===== src/rtl/vape_exec_ctrl.sv =====
// -----------------------------------------------------------------------------
// vape_exec_ctrl
//
// Configuration and sequencing controller for the VAPE attestation monitor.
// Holds the ER/OR window registers, which are programmed through a small
// memory-mapped window. It tracks one ER execution from arm to completion,
// drives exec_flag, and on a violation sequences a fixed-length reset request.
//
// Config window (word offsets from CFG_BASE):
//   +0 ER_min, +2 ER_max, +4 OR_min, +6 OR_max, +8 CTRL
//   CTRL bit0 = arm, CTRL bit1 = clear cfg_err
//
// Ports:
//   clk        in   system clock, rising edge
//   puc        in   synchronous active-high reset
//   pc         in   current program counter
//   data_en    in   data bus access strobe
//   data_wr    in   data bus write qualifier
//   data_addr  in   data bus address
//   data_wdata in   data bus write data
//   viol       in   combined monitor violation
//   irq        in   interrupt request (only used with the optional abort)
//   ER_min/ER_max/OR_min/OR_max  out  region registers
//   exec_flag  out  1 while the ER completed cleanly (state DONE)
//   state      out  0 IDLE, 1 ARMED, 2 RUN, 3 DONE, 4 VIOL
//   cfg_err    out  sticky: arm rejected because of illegal bounds
//   rst_req    out  reset request, RST_PULSE_LEN cycles after a violation
//
// Optional feature macro: VAPE_EXEC_CTRL_IRQ_ABORT_EN
//   When defined, irq while in RUN aborts to VIOL (priority just below viol).
// -----------------------------------------------------------------------------
module vape_exec_ctrl #(
  parameter logic [15:0] CFG_BASE      = 16'hFF10,
  parameter int unsigned RST_PULSE_LEN = 4
) (
  input  logic        clk,
  input  logic        puc,
  input  logic [15:0] pc,
  input  logic        data_en,
  input  logic        data_wr,
  input  logic [15:0] data_addr,
  input  logic [15:0] data_wdata,
  input  logic        viol,
  input  logic        irq,
  output logic [15:0] ER_min,
  output logic [15:0] ER_max,
  output logic [15:0] OR_min,
  output logic [15:0] OR_max,
  output logic        exec_flag,
  output logic [2:0]  state,
  output logic        cfg_err,
  output logic        rst_req
);

  typedef enum logic [2:0] {
    ST_IDLE  = 3'd0,
    ST_ARMED = 3'd1,
    ST_RUN   = 3'd2,
    ST_DONE  = 3'd3,
    ST_VIOL  = 3'd4
  } state_t;

  state_t      state_q, state_d;
  logic [15:0] er_min_q, er_min_d;
  logic [15:0] er_max_q, er_max_d;
  logic [15:0] or_min_q, or_min_d;
  logic [15:0] or_max_q, or_max_d;
  logic        exec_flag_q, exec_flag_d;
  logic        cfg_err_q, cfg_err_d;
  logic        rst_req_q, rst_req_d;
  logic [3:0]  cnt_q, cnt_d;
  logic [15:0] last_pc_q;

  logic [15:0] cfg_off;
  logic        cfg_wr;
  logic        reg_wr;
  logic        ctrl_wr;
  logic        bounds_ok;
  logic        in_er;
  logic        cfg_moved;

  // Offset is only meaningful when data_addr >= CFG_BASE; that guard also
  // keeps addresses below the base from wrapping into the window.
  assign cfg_off   = data_addr - CFG_BASE;
  assign cfg_wr    = data_en && data_wr && (data_addr >= CFG_BASE) &&
                     (cfg_off <= 16'd8) && !data_addr[0];
  assign reg_wr    = cfg_wr && (cfg_off != 16'd8);
  assign ctrl_wr   = cfg_wr && (cfg_off == 16'd8);
  assign bounds_ok = (er_min_q <= er_max_q) && (or_min_q <= or_max_q);
  assign in_er     = (pc >= er_min_q) && (pc <= er_max_q);

`ifndef VAPE_EXEC_CTRL_IRQ_ABORT_EN
  logic unused_irq;
  assign unused_irq = irq;
`endif

  always_comb begin
    state_d   = state_q;
    er_min_d  = er_min_q;
    er_max_d  = er_max_q;
    or_min_d  = or_min_q;
    or_max_d  = or_max_q;
    cfg_err_d = cfg_err_q;
    cnt_d     = cnt_q;
    cfg_moved = 1'b0;

    if (viol && (state_q inside {ST_ARMED, ST_RUN, ST_DONE})) begin
      // A violation beats every config write and pc event this cycle.
      state_d = ST_VIOL;
    end
`ifdef VAPE_EXEC_CTRL_IRQ_ABORT_EN
    else if (irq && (state_q == ST_RUN)) begin
      state_d = ST_VIOL;
    end
`endif
    else begin
      if (state_q inside {ST_IDLE, ST_ARMED, ST_DONE}) begin
        if (reg_wr) begin
          case (cfg_off[2:1])
            2'd0:    er_min_d = data_wdata;
            2'd1:    er_max_d = data_wdata;
            2'd2:    or_min_d = data_wdata;
            default: or_max_d = data_wdata;
          endcase
          // Any region change invalidates a pending or completed run.
          state_d   = ST_IDLE;
          cfg_moved = 1'b1;
        end
        if (ctrl_wr) begin
          if (data_wdata[1]) begin
            cfg_err_d = 1'b0;
          end
          if (data_wdata[0]) begin
            cfg_moved = 1'b1;
            if (bounds_ok) begin
              state_d   = ST_ARMED;
              cfg_err_d = 1'b0;
            end else begin
              cfg_err_d = 1'b1;
            end
          end
        end
      end else if (state_q == ST_RUN && ctrl_wr && data_wdata[1]) begin
        // Regions are locked in RUN, but the error flag may still be cleared.
        cfg_err_d = 1'b0;
      end

      // A config write that moved the FSM takes precedence over pc events.
      if (!cfg_moved) begin
        case (state_q)
          ST_ARMED: begin
            if (pc == er_min_q) begin
              state_d = ST_RUN;
            end
          end
          ST_RUN: begin
            if (!in_er) begin
              // Leaving the window is only legal right after the last instr.
              state_d = (last_pc_q == er_max_q) ? ST_DONE : ST_VIOL;
            end
          end
          default: ;
        endcase
      end
    end

    if ((state_d == ST_VIOL) && (state_q != ST_VIOL)) begin
      cnt_d = 4'(RST_PULSE_LEN);
    end else if (cnt_q != 4'd0) begin
      cnt_d = cnt_q - 4'd1;
    end
    rst_req_d   = (cnt_d != 4'd0);
    exec_flag_d = (state_d == ST_DONE);
  end

  always_ff @(posedge clk) begin
    if (puc) begin
      state_q     <= ST_IDLE;
      er_min_q    <= 16'h0000;
      er_max_q    <= 16'h0000;
      or_min_q    <= 16'h0000;
      or_max_q    <= 16'h0000;
      exec_flag_q <= 1'b0;
      cfg_err_q   <= 1'b0;
      rst_req_q   <= 1'b0;
      cnt_q       <= 4'd0;
      last_pc_q   <= 16'h0000;
    end else begin
      state_q     <= state_d;
      er_min_q    <= er_min_d;
      er_max_q    <= er_max_d;
      or_min_q    <= or_min_d;
      or_max_q    <= or_max_d;
      exec_flag_q <= exec_flag_d;
      cfg_err_q   <= cfg_err_d;
      rst_req_q   <= rst_req_d;
      cnt_q       <= cnt_d;
      last_pc_q   <= pc;
    end
  end

  assign ER_min    = er_min_q;
  assign ER_max    = er_max_q;
  assign OR_min    = or_min_q;
  assign OR_max    = or_max_q;
  assign exec_flag = exec_flag_q;
  assign state     = state_q;
  assign cfg_err   = cfg_err_q;
  assign rst_req   = rst_req_q;

endmodule


===== config.mk =====
export PLATFORM = sky130hd
export DESIGN_NAME = vape_exec_ctrl
export DESIGN_NICKNAME = d
export VERILOG_FILES = /design/src/rtl/vape_exec_ctrl.sv
export SDC_FILE = /design/constraint.sdc
export NUM_CORES = 1
export LEC_CHECK = 0
export ABC_AREA = 0
export CAP_MARGIN = 10
export CORE_ASPECT_RATIO = 1.75
export CORE_MARGIN = 2
export CORE_UTILIZATION = 25
export DETAILED_ROUTE_END_ITERATION = 10
export HOLD_SLACK_MARGIN = 0.12
export PLACE_DENSITY = 0.53
export SYNTH_ARGS = -nofsm -noshare
export SYNTH_HDL_FRONTEND = slang
export SYNTH_SLANG_ARGS = --single-unit

===== constraint.sdc =====
create_clock -name clk -period 5 [get_ports clk]
set_input_delay 1 -clock clk [delete_from_list [all_inputs] [get_ports clk]]
set_output_delay 1 -clock clk [all_outputs]
set_load 0.02 [all_outputs]

==> key figures <==
STA
  • Setup Skew: 0.0116 ns
  • Setup total negative slack: 0 ns
  • Transition time of the tightest slew-check pin: 0.844 ns
  • Setup repair after global routing missed its margin: no
  • Share of the cycle needed by the critical path after routing: 0.730
  • Total setup violations reported at the end of the flow: 0
  • Slew Limit Headroom: 0.438
  • Worst-case setup margin in the final layout: 1.35 ns
  • Worst hold slack after final layout: 0.474 ns
  • Final worst path period need: 3.65 ns
  • Slew Viols, Final: 0
  • Maximum frequency from static timing analysis: 0.274 GHz
  • Final hold violations: 0

Clock network
  • Root buffer cell: clkbuf_16
  • Sink Count: 90
  • Maximum root-to-sink buffer count: 2
  • Post-CTS Hold Buffers: 0
  • Count of buffers added by post-CTS timing repair for setup: 0
  • Clock tree from TritonCTS: yes
  • Clock buffers created by TritonCTS: 9
  • Number of resized instances in the post-cts repair step: 0
  • Clock latency reported for the late side of the worst-skew pair: 0.35 ns
  • Clock transition at the register clock pins on the worst setup and hold paths after CTS: 0.07 ns
  • H-tree depth: 3

GRT
  • Antenna violations before repair: 0
  • Maximum number of pins on one net before global-route repair: 66
  • GRT Resource Usage Total: 0.144
  • Via count of the first global-routing pass: 4591
  • Sum of overflow across all layers after global routing: 0
  • Wire length of the first global-routing pass: 24.6 mm

Drt
  • Detail-routed via count per cell: 4.60
  • Iteration-0 DRC Markers: 175
  • Overall routed net length: 15.8 mm
  • Per-cell routed wire length: 15.7 um
  • DR vias: 4636
  • ANT nets after route: 0
  • Number of search-and-repair iterations in the first detailed-routing pass: 6
  • Number of design rule violations left after detail routing: 0

Power and ir drop
  • Internal power: 1.20 mW
  • Leakage Power: 2.46 nW
  • Pwr Density: 236 nW/um^2
  • IR drop worst, VDD: 123 uV
  • Net switching power: 426 uW
  • Fraction of power consumed by the clock network: 0.403
  • Combinational cell fraction of total power: 0.134
  • Overall power of the completed layout: 1.62 mW
  • Power share of the sequential group: 0.464
  • Switch share: 0.263

Synthesis
  • Most instantiated cells after synthesis: nand2_1, dfxtp_1, a21oi_1, ha_1, inv_1
  • Complex-gate fraction of the synthesized area: 0.156
  • Number of synthesized register bits: 90
  • Synth Area per Inst: 8.08 um^2
  • EDFF count, synth: 0
  • Net count after synthesis: 754
  • Share of the synthesized area in the top cell type: 0.351
  • Number of synthesis warnings: 0
  • Number of standard cells after synthesis: 635
  • Netlist area before placement: 5130 um^2
  • Dominant combinational cell family by area after synthesis: simple AND/OR/NAND/NOR gates
  • Number of distinct library cell variants in the gate-level netlist after synthesis: 51
  • Sequential element share of the synthesized area: 0.351
  • Post-synthesis share of cell area spent on and, or, nand and nor gates: 0.245
  • Synth async-reset ratio: 0
  • Area leader, netlist: dfxtp_1
  • Synthesized-area fraction occupied by xor and xnor cells: 0.0290
  • Most repeated cell in the gate-level netlist after synthesis: nand2_1
  • Adder and majority gate portion of the synthesized area: 0.158
  • Area contributors post-synth: dfxtp_1, ha_1, nand2_1, a21oi_1, inv_1
  • Fraction of synthesized area in multiplexers: 0
  • Leading register cell type out of synthesis: dfxtp_1

Place
  • Buffers added on ports: 122
  • Routability congestion estimate from global placement: 0.784
  • Pre-CTS setup slack: 0.971 ns
  • Dpl hpwl: 12.7 mm
  • Placed cell count: 991
  • Instance area at placement: 6590 um^2

Worst setup path
  • Critical path launch point type: input pin
  • Reg2Reg Launch Point: ER_min[14]
  • Data required, critical path: 5.21 ns
  • Crit-path max FO: 6
  • Critical path endpoint category: flip-flop
  • Arr. time, crit path: 3.86 ns
  • Critical setup path kind: in -> reg
  • Startpoint of the worst setup timing path: pc[11]

Outcome
  • Status: finished, final reports clean

Floorplanning
  • Number of rows in the core area: 69
  • Die outline width: 112 um
  • Die ar.: 21700 um^2
  • Boundary Pins: 124
  • Initial core utilization: 0.254
  • Die extent in y: 194 um
  • CORE AREA: 20200 um^2

Layout
  • Core occupancy in the finished layout: 0.340
  • Area added between synthesis and finish: 33.9%
  • Net count reported at finish: 873
  • Count of inserted antenna diode cells: 0
  • Fin cells: 1007
  • Final design instance area without fill: 6870 um^2
  • Fraction of final layout cells with drive strength greater than 1: 0.0725

Run
  • Max capacitance violation total: 0

Min path
  • Beginning of the worst hold path: OR_max[14]
  • Type of the tightest min-delay check: reg -> reg
## path summary, 6_finish.rpt
| check | slack (ns) | cells after the start | end |
|---|---|---|---|
| worst max-delay path | 1.35 | 11 | exec_flag |
| worst min-delay path | 0.47 | 2 | OR_max[14] |
| worst max register to register | 2.04 | 11 | exec_flag |
| worst min register to register | 0.47 | 2 | OR_max[14] |
## layout make-up
class	count	area [um^2]
clock buffer	10	239
inverter	57	214
fill	2177	13300
timing repair buffer	126	1250
tap	248	310
sequential	90	1800
multi-input combinational	470	3020
clock inverter	6	40.0
## worst max-delay path: stages
cell	delay, ns
clkdlybuf4s50_1	0.48
ha_1	0.37
nand4_1	0.14
nor4_1	0.07
buf_4	0.15
a221o_1	0.34
a211oi_1	0.51
or2_2	0.24
nand2_1	0.07
o21ai_1	0.40
nor4bb_2	0.10
## cell families (layout without fill, tap and decap cells)
logic type / after synthesis / after routing
compound gates: 129 / 129
xor+xnor: 17 / 17
fa+ha+maj: 65 / 65
buf+inv: 75 / 199
flops: 90 / 90
simple gates: 259 / 259
## power groups by stage
stage               clock network [mW]  logic [mW]  registers (mW)
floorplan                            0       0.120           0.771
global placement                     0       0.219           0.769
detailed placement                   0       0.219           0.769
CTS                              0.664       0.220           0.752
global route                     0.692       0.243           0.755
finish                           0.653       0.217           0.752
## cells in the final DEF (no fill, tap or decap), types with 2 or more instances in the layout
cell type	instances
nand2_1	151
clkdlybuf4s50_1	121
dfxtp_1	90
a21oi_1	74
ha_1	65
inv_1	57
nand4_1	22
nor2b_1	21
a21oi_2	20
nor2_1	18
xor2_1	16
nand3_1	11
clkbuf_16	9
nor4_1	8
o21ai_0	8
o211ai_1	5
nor3_1	4
nand2b_1	4
buf_4	4
a21o_1	3
a221oi_1	3
a31oi_1	3
clkinv_2	3
nor3_4	2
a211oi_1	2
o21ba_2	2
nand4b_1	2
or3_1	2
nor2_4	2
## state kept, by name, indices dropped and copies added (netlist names)
register and count:
OR_max 16, last_pc_q 16, rst_req 1, state 3
OR_min 16, ER_min 16, cfg_err 1, ER_max 16
exec_flag 1, cnt_q 4
## routing by layer
metal | GRT usage | share of wire
met5 | 0 | 0
met2 | 0.279 | 0.55
met3 | 0.0194 | 0.031
met1 | 0.158 | 0.40
met4 | 0.0483 | 0.018
No activity file was read; power rests on OpenSTA's default activity.
